$ cat src/rtl/run_controller.sv
// run_controller: turns debounced step/run buttons and mode switches into the
// one-cycle step_pulse clock enable that advances the processor. Supports
// manual single-step, free run, run-N-cycles and run-to-breakpoint.
module run_controller #(
   parameter int PRESCALE = 50000000,
   parameter int CNT_W    = 16
) (
   input  logic             clock,
   input  logic             reset,
   input  logic             step_btn,
   input  logic             run_btn,
   input  logic [1:0]       mode_sel,
   input  logic [CNT_W-1:0] run_count,
   input  logic             bp_enable,
   input  logic [32:0]      bp_addr,
   input  logic [32:0]      pc,
   output logic             step_pulse,
   output logic             running,
   output logic             halted_bp,
   output logic [CNT_W-1:0] steps_left,
   output logic [1:0]       state
);

   localparam int PS_W = (PRESCALE > 1) ? $clog2(PRESCALE) : 1;
   localparam logic [PS_W-1:0] PS_LAST = PS_W'(PRESCALE - 1);

   typedef enum logic [1:0] {
      IDLE = 2'b00,
      RUN  = 2'b01,
      HALT = 2'b10
   } state_t;

   localparam logic [1:0] MODE_MANUAL = 2'b00;
   localparam logic [1:0] MODE_RUN_N  = 2'b10;
   localparam logic [1:0] MODE_BP     = 2'b11;

   // Button conditioning: two-flop synchronizer, previous-value flop, registered edge
   logic step_meta_q, step_sync_q, step_prev_q, step_evt_q;
   logic run_meta_q,  run_sync_q,  run_prev_q,  run_evt_q;

   // Control state
   state_t           state_q, state_d;
   logic [1:0]       run_mode_q, run_mode_d;
   logic [PS_W-1:0]  presc_q, presc_d;
   logic [CNT_W-1:0] steps_q, steps_d;
   logic             pulse_q, pulse_d;
   logic             skip_q, skip_d;   // skip breakpoint compare on first tick after resume
   logic             tick;
   logic             bp_hit;

   // Synchronize the asynchronous buttons and detect their rising edges
   always_ff @(posedge clock or posedge reset) begin
      if (reset) begin
         step_meta_q <= 1'b0;
         step_sync_q <= 1'b0;
         step_prev_q <= 1'b0;
         step_evt_q  <= 1'b0;
         run_meta_q  <= 1'b0;
         run_sync_q  <= 1'b0;
         run_prev_q  <= 1'b0;
         run_evt_q   <= 1'b0;
      end else begin
         step_meta_q <= step_btn;
         step_sync_q <= step_meta_q;
         step_prev_q <= step_sync_q;
         step_evt_q  <= step_sync_q & ~step_prev_q;
         run_meta_q  <= run_btn;
         run_sync_q  <= run_meta_q;
         run_prev_q  <= run_sync_q;
         run_evt_q   <= run_sync_q & ~run_prev_q;
      end
   end

   assign tick   = (state_q == RUN) && (presc_q == PS_LAST);
   assign bp_hit = bp_enable && !skip_q && (pc == bp_addr);

   // State register plus the counters and pulse that move with it
   always_ff @(posedge clock or posedge reset) begin
      if (reset) begin
         state_q    <= IDLE;
         run_mode_q <= MODE_MANUAL;
         presc_q    <= '0;
         steps_q    <= '0;
         pulse_q    <= 1'b0;
         skip_q     <= 1'b0;
      end else begin
         state_q    <= state_d;
         run_mode_q <= run_mode_d;
         presc_q    <= presc_d;
         steps_q    <= steps_d;
         pulse_q    <= pulse_d;
         skip_q     <= skip_d;
      end
   end

   // Next-state logic: button events and prescaler ticks drive the transitions
   always_comb begin
      state_d    = state_q;
      run_mode_d = run_mode_q;
      presc_d    = presc_q;
      steps_d    = steps_q;
      pulse_d    = 1'b0;
      skip_d     = skip_q;
      case (state_q)
         IDLE: begin
            presc_d = '0;
            if (run_evt_q && (mode_sel != MODE_MANUAL)) begin
               // A run start always takes priority over a simultaneous step
               if (mode_sel == MODE_RUN_N) begin
                  steps_d = run_count;
                  if (run_count != '0) begin
                     state_d    = RUN;
                     run_mode_d = mode_sel;
                     skip_d     = 1'b0;
                  end
               end else begin
                  state_d    = RUN;
                  run_mode_d = mode_sel;
                  skip_d     = 1'b0;
               end
            end else if (step_evt_q) begin
               pulse_d = 1'b1;
            end
         end
         RUN: begin
            if (run_evt_q) begin
               // Stop wins over a coincident tick; steps_left keeps its value
               state_d = IDLE;
               presc_d = '0;
            end else if (tick) begin
               presc_d = '0;
               skip_d  = 1'b0;
               case (run_mode_q)
                  MODE_RUN_N: begin
                     pulse_d = 1'b1;
                     steps_d = steps_q - CNT_W'(1);
                     if (steps_q == CNT_W'(1)) begin
                        state_d = IDLE;
                     end
                  end
                  MODE_BP: begin
                     if (bp_hit) begin
                        state_d = HALT;
                     end else begin
                        pulse_d = 1'b1;
                     end
                  end
                  default: pulse_d = 1'b1;
               endcase
            end else begin
               presc_d = presc_q + PS_W'(1);
            end
         end
         HALT: begin
            presc_d = '0;
            if (run_evt_q) begin
               state_d = RUN;
               skip_d  = 1'b1;
            end else if (step_evt_q) begin
               pulse_d = 1'b1;
               state_d = IDLE;
            end
         end
         default: begin
            state_d = IDLE;
            presc_d = '0;
         end
      endcase
   end

   // Outputs decoded from the registered state
   always_comb begin
      step_pulse = pulse_q;
      running    = (state_q == RUN);
      halted_bp  = (state_q == HALT);
      steps_left = steps_q;
      state      = state_q;
   end

endmodule

$ cat config.mk
export PLATFORM = sky130hd
export DESIGN_NAME = run_controller
export DESIGN_NICKNAME = d
export VERILOG_FILES = /design/src/rtl/run_controller.sv
export SDC_FILE = /design/constraint.sdc
export NUM_CORES = 1
export LEC_CHECK = 0
export CORE_ASPECT_RATIO = 0.6
export CORE_MARGIN = 2
export CORE_UTILIZATION = 50
export CTS_CLUSTER_SIZE = 16
export DETAILED_ROUTE_END_ITERATION = 12
export PLACE_DENSITY = 0.85
export SLEW_MARGIN = 10
export SYNTH_ARGS = -nofsm -noshare
export SYNTH_HDL_FRONTEND = slang
export SYNTH_SLANG_ARGS = --single-unit
export TNS_END_PERCENT = 50
$ cat constraint.sdc
create_clock -name clock -period 3.3 [get_ports clock]
set_input_delay 0.66 -clock clock [delete_from_list [all_inputs] [get_ports clock]]
set_output_delay 0.66 -clock clock [all_outputs]
set_load 0.02 [all_outputs]
* Yosys cells after proc, flatten, opt, wreduce, memory -nomap -nowiden
Cells that the tools add are included.
** Word-level totals
- Input bits :: 89
- Word-level logic and storage cells :: 92
- Register bits after elaboration :: 56
- Output and inout bits :: 21
** Operators by class
- Add/sub/neg operators :: 2
- Equal/unequal tests :: 21
- Reduce and logical (&&, ||, !) cells :: 14
- Bitwise operators :: 4
- Muxes and demuxes :: 37
** Operators with widths (number)
- two-way mux 16 bit :: 5
- two-way mux 26 bit :: 3
- == test 33 bit :: 1
- case mux 16 bit (2 select lines) :: 1
- adder 26 x 1 -> 26 bit (second input constant) :: 1
- == test 26 bit (second input constant) :: 1
- two-way mux 2 bit :: 11
- == test 16 x 1 -> 1 bit (second input constant) :: 1
- nonzero test 16 bit :: 1
- subtractor 16 x 1 -> 16 bit (second input constant) :: 1
- two-way mux 1 bit :: 13
- AND reduction 6 bit :: 2
- == test 2 bit (second input constant) :: 4
- inequality test 2 x 1 -> 1 bit (second input constant) :: 4
- inequality test 4 bit (second input constant) :: 2
- AND reduction 7 bit :: 1
- inequality test 2 bit (second input constant) :: 3
- inequality test 3 x 1 -> 1 bit (second input constant) :: 2
- case mux 1 bit (3 select lines) :: 2
- case mux 2 bit (3 select lines) :: 1
- logical AND 1 bit :: 4
- inequality test 4 x 1 -> 1 bit (second input constant) :: 1
- case mux 2 bit (2 select lines) :: 1
- nonzero test 2 bit :: 2
- 8 further kinds :: 10

* Depth between registers and ports, before layout
- Word-level depth :: 8
- Gate-level depth with buffers :: 8

* Worst setup path before layout
Ideal clock, no wire load.
- Path type :: register to register
- From :: register steps_q[5], in the netlist steps_left[5]
- To :: register state_q[0], in the netlist state[0]
- Cell stages (with the launch flop) :: 7
- Buffers on the path :: 0
- Period minus slack after synthesis :: 2.242 ns
- Path slack :: 1.058 ns
- Arrival :: 2.118 ns
- Path through :: dfrtp_1 > or3_4 > or4_4 > o31ai_1 > and4bb_1 > nor2_1 > a211o_1
** Between the ends
- Word-level cells in the longest chain between the ends :: 3
** RTL lines
- start: declaration :: RTL line 45 : logic [CNT_W-1:0] steps_q, steps_d;
- start signal: assignment :: RTL line 90 : steps_q <= steps_d;
- == test 16 x 1 -> 1 bit :: RTL line 137 : if (steps_q == CNT_W'(1)) begin
- inequality test 4 bit (no source line)
- AND reduction 7 bit (no source line)
- end signal: assignment :: RTL line 87 : state_q <= state_d;
- end: declaration :: RTL line 42 : state_t state_q, state_d;
No other way between the ends.
A chain may end at the register's enable or synchronous reset.

* Final worst setup path
- From :: register state_q[1], in the netlist state[1]
- To :: output running
** Between the ends
- Word-level cells in the longest chain between the ends :: 1
** RTL lines
- == test 2 x 1 -> 1 bit :: RTL line 174 : running = (state_q == RUN);
- end: declaration :: RTL line 18 : output logic running,
No other way between the ends.

==> metrics.txt <==
DR iter-0 viols 321; Die Width 108 um; post-placement cell area 4440 sq um; CTS Sinks 56; GPL Wtd Cong 0.837; relative slew slack 54.0%; R2R Setup Slk 0.92 ns; cts repair resizes 0; final setup TNS 0 ns; CP max-delay cell clkdlybuf4s50_1; min setup slack post-route 0.558 ns; Peak VDD IR 0.000326 V; slowest stage delay, CP 0.69 ns; synth top area cells dfrtp_1 43%, xor2_1 14%, nor2_1 6.3%; post-synth top area share 42.8%; area of the multi-input gates 1790 sq um; area grow syn2layout 38.7%; routed length on met2 4110 um; uppermost routed layer met4; FILL cells 451; core area 6220 sq um; drt pass-1 iters 5; starting density of the core 52.6%; Hold/Removal Path Class register to register; clock skew 0.00910 ns; Synth warnings 0; final setup violation count 0; top cell type by total area after synthesis dfrtp_1; CTS clk-pin slew, worst paths 0.10 ns; Synth Area in Compound Gates 13.7%; period utilization 83.1%; CP Class register to output pin; PwrDens 565 nW/um^2; Tot GR Track Use 25.9%; crit end category output pin; Post-CTS Hold Fix Bufs 0; metal3 WL 924 um; Vias 3,154; Max-Cap Viols 0; f_max 0.365 GHz; post-layout minimum cycle time 2.74 ns; synthesized area per cell 9.09 sq um; fin area 4540 sq um; Die H 66.7 um; post-synthesis sequential area ratio 42.8%; CP required 2.64 ns; DP Wirelength 7080 um; Clock Latency Late Sink 0.32 ns; TritonCTS clock tree yes; cts bufs inserted 5; initial antenna violation count 0; Leakage 0.00180 uW; drt total wl 9240 um; CP Launch Type register; layout cells sized above 1 5.14%; post-synthesis xor/xnor area fraction 15.0%; first-pass GRT wire length 14,300 um; # Post-CTS Setup Buffers 0; outcome complete, no violations; Nets 558; clock buffer depth 2; critical path cell sequence nand2b_1 -> inv_1 -> clkdlybuf4s50_1; post-synthesis mux area share 0.688%; CTS H-tree depth 2; Synth Area in Adders 1.15%; I/O pins 110; critical path data arrival time 2.08 ns; worst slack, placed 0.582 ns; Vias per Instance 5.72; # diodes 0; main combinational cell family by area after synthesis simple AND/OR/NAND/NOR gates; Netlist cell types 49; Final Max Tran Viols 0; RSZ-0062 raised after global routing false; vias in the first global route 2,927; register area 1400 sq um; largest net degree at the start of global routing 57; cell area after synthesis 3270 sq um; grt ovf 0; simple-gate share of the synthesized area 24.2%; cell count after synthesis 360; syn_nets 452; post-route ant nets 0; Synth Register Bits 56; Final Hold Vio Count 0; Root Driver clkbuf_8; Least-Margin Pin Slew 0.685 ns; met1 wire length 4110 um; IO Port Bufs 109; Routed WL per cell 16.8 um; Site Rows 22; Main synth FF type dfrtp_1; EDFF count, synth 0; DRC Markers 0; die footprint 7230 sq um; Worst Path Max Fanout 12; Post-synth ARST share 100%
worst max-delay path: cells and delay by family (launching register included):
kind | cells | cell delay [ns]
buffers and inverters | 2 | 1.02
DFF | 1 | 0.51
and+or+nand+nor | 1 | 0.23
cells by family (layout without fill, tap and decap cells):
| family | Yosys count | after routing |
|---|---|---|
| simple gates | 152 | 152 |
| compound gates | 70 | 70 |
| flops | 56 | 56 |
| fa+ha+maj | 3 | 3 |
| xor+xnor | 56 | 56 |
| buf+inv | 21 | 128 |
| mux | 2 | 2 |
cell type report:
type / instances / share of cell area [%]
Clock buffer: 7 / 1.90
Sequential cell: 56 / 30.9
Inverter: 7 / 0.579
Multi-Input combinational cell: 283 / 39.5
Tap cell: 84 / 2.32
Timing Repair Buffer: 113 / 24.7
Clock inverter: 1 / 0.165
layout by cell type (no fill, tap or decap), types with 4 or more instances in the layout:
master / Yosys / final
a32oi_1: 4 / 4
o21ai_0: 23 / 22
xor2_1: 51 / 51
xnor2_1: 5 / 5
inv_1: 7 / 6
dfrtp_1: 56 / 56
clkbuf_8: 0 / 6
nand2_1: 15 / 15
a21oi_1: 18 / 18
nor2b_1: 5 / 5
nor3_1: 8 / 8
buf_4: 0 / 4
nor2_1: 55 / 55
and4_1: 4 / 4
nor4_1: 18 / 18
nand4_1: 6 / 6
nand3_1: 19 / 19
clkdlybuf4s50_1: 0 / 109
worst paths after layout:
path | startpoint | endpoint | depth (start not counted)
min in group asynchronous | reset | presc_q[2]$_DFF_PP0_ | 3
max in group asynchronous | reset | steps_left[6]$_DFFE_PP0P_ | 3
min | run_meta_q$_DFF_PP0_ | run_sync_q$_DFF_PP0_ | 0
max | state[1]$_DFFE_PP0P_ | running | 3
max reg2reg | steps_left[5]$_DFFE_PP0P_ | state[0]$_DFFE_PP0P_ | 6
min reg2reg | run_meta_q$_DFF_PP0_ | run_sync_q$_DFF_PP0_ | 0
routing by layer:
layer / vias up / track usage (%)
li1: 1496 / -
met5: - / 0
met4: 0 / 4.97
met1: 1497 / 35.6
met3: 15 / 6.95
met2: 146 / 41.5
state kept, by name, indices dropped and copies added (netlist names):
signal       count
step_meta_q      1
presc_q         26
step_sync_q      1
steps_left      16
skip_q           1
run_prev_q       1
step_pulse       1
run_sync_q       1
step_prev_q      1
state            2
run_meta_q       1
run_mode_q       2
step_evt_q       1
run_evt_q        1
synth_stat cells (all sizes together), types with 2 or more instances:
cell type  number
nand2          15
nor2           55
and3            3
or2             2
o21a            2
or3             3
nand2b          2
ha              3
o21bai          2
nor3            9
nor2b           5
o2bb2ai         2
dfrtp          56
clkbuf         12
o22a            3
xnor2           5
inv             7
o31ai           3
o21ai          24
mux2            2
o31a            3
nor4b           3
a32oi           4
nand3          19
nor4           18
nand4           6
a31oi           3
a22oi           2
and4            4
or4             3
buf             2
a21oi          18
xor2           51
power by group:
part	switching (uW)	leakage, uW	internal, uW
Combinational	641	0.00102	534
Sequential	181	0.000731	815
Clock	224	0.0000445	171
Total	1050	0.00180	1520
through the flow:
| step | util (%) | hold slack [ns] | cells | total power, uW |
|---|---|---|---|---|
| floorplan | - | 0.331 | 360 | 1650 |
| global placement | 71.4 | 0.335 | 543 | 2120 |
| detailed placement | 71.4 | 0.347 | 543 | 2160 |
| CTS | 72.9 | 0.371 | 551 | 2560 |
| global route | 72.9 | 0.382 | 551 | 2740 |
| finish | 72.9 | 0.365 | 551 | 2570 |
Note: power is estimated with default switching activity, not from simulation.
